<file path="src/rtl/down_timer.sv">
// rtl/down_timer.sv - preset seven-segment down-counter timer with pause, abort and alarm
// Optional DOWN_TIMER_BLINK_EN makes the "00" display blink at 1 Hz while the alarm is up.
`timescale 1ns/1ps
module down_timer #(
  parameter int TICK_CYCLES = 12000000
) (
  input  logic       clk,
  input  logic       rst,
  input  logic       start,
  input  logic       hold,
  input  logic [3:0] sw,
  output logic [8:0] seg_led_1,
  output logic [8:0] seg_led_2,
  output logic       done,
  output logic       led
);

  localparam int TW = (TICK_CYCLES > 1) ? $clog2(TICK_CYCLES) : 1;
  localparam logic [TW-1:0] TICK_LAST = TW'(TICK_CYCLES - 1);
`ifdef DOWN_TIMER_BLINK_EN
  localparam logic [TW-1:0] TICK_HALF = TW'(TICK_CYCLES / 2);
`endif

  typedef enum logic [1:0] {IDLE, RUN, PAUSE, DONE} state_t;

  state_t        state, state_next;
  logic          start_q, hold_q;
  logic          start_edge, hold_edge;
  logic [5:0]    count, preset;
  logic [5:0]    tens, ones;
  logic [TW-1:0] tick;
  logic          tick_wrap;

  assign start_edge = start & ~start_q;
  assign hold_edge  = hold & ~hold_q;
  assign tick_wrap  = (tick == TICK_LAST);
  assign tens       = count / 6'd10;
  assign ones       = count % 6'd10;

  function automatic logic [8:0] seg7(input logic [5:0] d);
    case (d)
      6'd0:    seg7 = 9'h03f;
      6'd1:    seg7 = 9'h006;
      6'd2:    seg7 = 9'h05b;
      6'd3:    seg7 = 9'h04f;
      6'd4:    seg7 = 9'h066;
      6'd5:    seg7 = 9'h06d;
      6'd6:    seg7 = 9'h07d;
      6'd7:    seg7 = 9'h007;
      6'd8:    seg7 = 9'h07f;
      6'd9:    seg7 = 9'h06f;
      default: seg7 = 9'h03f;
    endcase
  endfunction

  always_comb begin
    preset = 6'd24;
    case (sw)
      4'b0000: preset = 6'd5;
      4'b0001: preset = 6'd10;
      4'b0010: preset = 6'd20;
      4'b0011: preset = 6'd30;
      4'b0100: preset = 6'd35;
      4'b0101: preset = 6'd40;
      4'b0110: preset = 6'd50;
      4'b0111: preset = 6'd60;
      default: preset = 6'd24;
    endcase
  end

  always_ff @(posedge clk) begin
    if (rst) state <= IDLE;
    else     state <= state_next;
  end

  // start outranks hold everywhere, so a simultaneous pair behaves as a plain abort
  always_comb begin
    state_next = state;
    case (state)
      IDLE:  if (start_edge) state_next = RUN;
      RUN: begin
        if (start_edge)                     state_next = IDLE;
        else if (hold_edge)                 state_next = PAUSE;
        else if (tick_wrap && count == 6'd1) state_next = DONE;
      end
      PAUSE: begin
        if (start_edge)     state_next = IDLE;
        else if (hold_edge) state_next = RUN;
      end
      DONE:  if (start_edge) state_next = IDLE;
      default: state_next = IDLE;
    endcase
  end

  // A hold edge in RUN freezes the tick on that same edge, keeping the phase for resume
  always_ff @(posedge clk) begin
    if (rst) begin
      start_q <= 1'b0;
      hold_q  <= 1'b0;
      count   <= 6'd0;
      tick    <= '0;
    end else begin
      start_q <= start;
      hold_q  <= hold;
      case (state)
        IDLE: begin
          count <= preset;
          tick  <= '0;
        end
        RUN: begin
          if (start_edge) begin
            tick <= '0;
          end else if (!hold_edge) begin
            tick <= tick_wrap ? '0 : tick + TW'(1);
            if (tick_wrap) count <= count - 6'd1;
          end
        end
        PAUSE: if (start_edge) tick <= '0;
        DONE: begin
          count <= 6'd0;
`ifdef DOWN_TIMER_BLINK_EN
          tick  <= (start_edge || tick_wrap) ? '0 : tick + TW'(1);
`else
          tick  <= '0;
`endif
        end
        default: tick <= '0;
      endcase
    end
  end

  always_ff @(posedge clk) begin
    if (rst) begin
      seg_led_1 <= 9'h03f;
      seg_led_2 <= 9'h03f;
      done      <= 1'b0;
      led       <= 1'b0;
    end else begin
      done      <= (state == DONE);
      led       <= (state == PAUSE);
      seg_led_1 <= seg7(ones);
      seg_led_2 <= seg7(tens);
`ifdef DOWN_TIMER_BLINK_EN
      if (state == DONE && tick >= TICK_HALF) begin
        seg_led_1 <= 9'h000;
        seg_led_2 <= 9'h000;
      end
`endif
    end
  end

endmodule

</file>
<file path="config.mk">
export PLATFORM = sky130hd
export DESIGN_NAME = down_timer
export DESIGN_NICKNAME = d
export VERILOG_FILES = /design/src/rtl/down_timer.sv
export SDC_FILE = /design/constraint.sdc
export NUM_CORES = 1
export LEC_CHECK = 0
export ABC_AREA = 1
export BUFFER_PORTS_ARGS = -buffer_cell sky130_fd_sc_hd__buf_2
export CAP_MARGIN = 10
export CORE_MARGIN = 5
export CORE_UTILIZATION = 52
export DETAILED_ROUTE_END_ITERATION = 6
export PLACE_DENSITY = 0.72
export SYNTH_ARGS = -nofsm -noshare
export SYNTH_HDL_FRONTEND = slang
export SYNTH_SLANG_ARGS = --single-unit
</file>
<file path="constraint.sdc">
create_clock -name clk -period 2.27 [get_ports clk]
set_clock_uncertainty 0.1 [all_clocks]
set_input_delay 0.227 -clock clk [delete_from_list [all_inputs] [get_ports clk]]
set_output_delay 0.227 -clock clk [all_outputs]
set_load 0.02 [all_outputs]
</file>
==> summary.txt <==
CTS
  – Post-CTS sizing: 0
  – CTS max path bufs: 2
  – Cts-stage hold buffer count: 0
  – # Post-CTS Setup Buffers: 0
  – H-Tree Depth: 2
  – CTS Buf Count: 5
  – Clk_lat worst skew: 0.30 ns
  – Clock Sink Count: 50
  – Clk pin slew, worst setup/hold paths: 0.09 ns
  – Root buffer cell: clkbuf_8
  – Clock tree from TritonCTS: yes

Synthesis
  – Cell Area, Synth: 2820 µm²
  – Post-synth EDFFs: 0
  – FFs w/ async S/R, synth: 0
  – Synth Area per Inst: 7.35 µm²
  – Ys flop type: dfxtp_1
  – Sequential element share of the synthesized area: 0.355
  – Yosys cell types: 42
  – Ys Warns: 0
  – Post-Synthesis Cells: 384
  – Seq cells post-synth: 50

Critical path
  – RR Endpoint: seg_led_1[1]
  – Worst reg2reg startpoint: count[3]
  – Crit path max fanout: 7
  – Crit. End Element: register
  – Crit start category: register
  – R2R cell count: 14
  – Worst reg-to-reg setup slack: 0.23 ns
  – Crit Path Class: reg -> reg
  – Worst EP required: 2.36 ns
  – WP data arrival: 2.14 ns

Detailed routing
  – DR DRC count: 0
  – Antenna-violating nets left: 0
  – Routed vias: 2549
  – Detailed Route WL: 5850 µm
  – First-pass iteration count of the detailed router: 4
  – Vias per inst: 5.27
  – First DRT Iteration DRCs: 146
  – Routed len/inst: 12.1 µm

Power and ir drop
  – Lkg Pwr: 1.24 nW
  – Worst vdd ir: 0.344 mV
  – Total Power: 2.73 mW
  – Power Dens Cells: 867 nW/µm²

GRT
  – Initial antenna violation count: 0
  – First-pass GRT wire length: 10400 µm
  – Largest net degree at the start of global routing: 17
  – Overflow left after global routing: 0
  – Total track usage: 0.176
  – Vias in the first global route: 2435

Die
  – Starting Density: 0.542
  – DIE HEIGHT: 83.7 µm
  – Total Die Area: 7000 µm²
  – Die extent in x: 83.7 µm
  – # rows: 26
  – CORE AREA: 5200 µm²
  – I/O pin count: 28

Placement
  – Port bufs: 23
  – Dpl hpwl: 4610 µm
  – Placer Congestion: 0.985

Cells and area
  – Area grow syn2layout: 11.6%
  – N_diodes: 0
  – Final net count: 434
  – Share of cells above drive strength 1: 0.184

Timing
  – Fin. Hold Viols: 0
  – Fmax: 489 MHz
  – Setup TNS: 0 ns
  – Crit path time final: 2.04 ns
  – Period utilization: 0.900
  – Final number of setup-violating endpoints: 0
  – Slew Limit Fails: 0

Min path
  – Worst min path class: in -> reg
  – Hold path cells: 3
  – Hold_sp: hold
  – Hold endpoint: hold_q

Job
  – MaxCap Viol Count: 0

Status
  – Outcome: finished, final reports clean
## cells in the mapped netlist, drive strengths merged (5+ instances only)
master	number	share of area
a21oi	23	0.042
nor4	5	0.011
buf	6	0.014
dfxtp	50	0.35
nand2	76	0.12
nor2	40	0.060
xor2	6	0.019
nor3	19	0.035
inv	49	0.065
nand4	11	0.032
nand3	30	0.070
o21ai	26	0.047
ha	13	0.058
## layer usage
layer  up-vias  GRT usage  share of wire
li1       1322          -              -
met1      1151      0.207           0.43
met2        63      0.312           0.50
met3        13     0.0365          0.049
met4         0     0.0673          0.022
met5         -          0              0
## registers in the layout, indices dropped and copies added, names as in the netlist
name / flops
led: 1
start_q: 1
tick: 24
state: 2
count: 6
done: 1
hold_q: 1
seg_led_1: 7
seg_led_2: 7
## power by group
part | leakage [nW] | internal [mW] | switching (mW)
combinational | 0.783 | 0.373 | 0.707
clock | 0.0524 | 0.330 | 0.277
sequential | 0.409 | 0.986 | 0.0570
## worst max path at each step
stage | from | to | slack (ns)
after floorplan | count[3] | seg_led_1[1] | 0.32
after global placement | count[4] | seg_led_1[1] | 0.22
after detailed placement | count[3] | seg_led_1[1] | 0.16
after CTS | count[3] | seg_led_1[1] | 0.13
after global routing | count[3] | seg_led_1[1] | -0.01
final | count[3] | seg_led_1[1] | 0.23
## metrics by stage
step	setup slack (ns)	std cells	util	area, µm²	hold WS, ns
2_1_floorplan	0.324	387	-	2830	0.234
5_1_grt	-0.0101	484	0.605	3150	0.0237
6_report	0.226	484	0.605	3150	0.0369
3_3_place_gp	0.223	476	0.581	3020	0.343
3_5_place_dp	0.156	476	0.581	3020	0.350
4_1_cts	0.131	484	0.601	3130	0.0252
## cells in the final DEF (no fill, tap or decap), types with 2 or more instances in the layout
cell type	count
buf_4	5
o21bai_1	3
xor2_1	6
o21ai_1	2
nor2_2	3
inv_1	40
nor2_1	35
nor3_1	18
nand3_4	3
nand2_4	6
xnor2_1	3
nand4_1	9
o21ai_0	23
nor3b_1	2
nand3_1	25
conb_1	4
buf_2	23
nor2_4	2
nor4_1	5
dfxtp_1	46
nand3_2	2
or2_2	2
nand2_1	65
nand2_2	5
a211oi_1	4
o211ai_1	2
ha_1	13
o22ai_1	2
nand3b_1	3
clkbuf_8	5
clkbuf_1	2
dfxtp_2	4
a21oi_1	22
inv_2	8
## cells by family after synthesis
| kind of cell | after synthesis | share of synthesized area |
|---|---|---|
| AOI/OAI and AO/OA | 63 | 0.126 |
| adders and majority gates | 13 | 0.0576 |
| buffers and inverters | 60 | 0.0878 |
| and+or+nand+nor | 188 | 0.344 |
| xor gates and xnor gates | 9 | 0.0279 |
| other | 1 | 0.00133 |
| DFF | 50 | 0.355 |
## final cells by class
type,instances,area (µm²)
clock inverters,1,30.0
fillers,471,2060
multi-input cells,277,1600
flip-flops and latches,50,1010
clock buffers,7,76.3
inverters,51,199
repair buffers,28,153
well taps,70,87.6
## worst max-delay path, cell delays in order (launching register included)
cell     delay (ns)
dfxtp_2        0.43
inv_2          0.07
nand3_2        0.12
nand3_4        0.10
nand2_4        0.11
nand2_1        0.06
nand2_1        0.09
inv_2          0.05
nand2_4        0.08
nand3_4        0.10
nand2_1        0.12
nand2_4        0.09
ha_1           0.27
nor2_1         0.10
nand2_1        0.05
(Power assumes the default switching activity.)
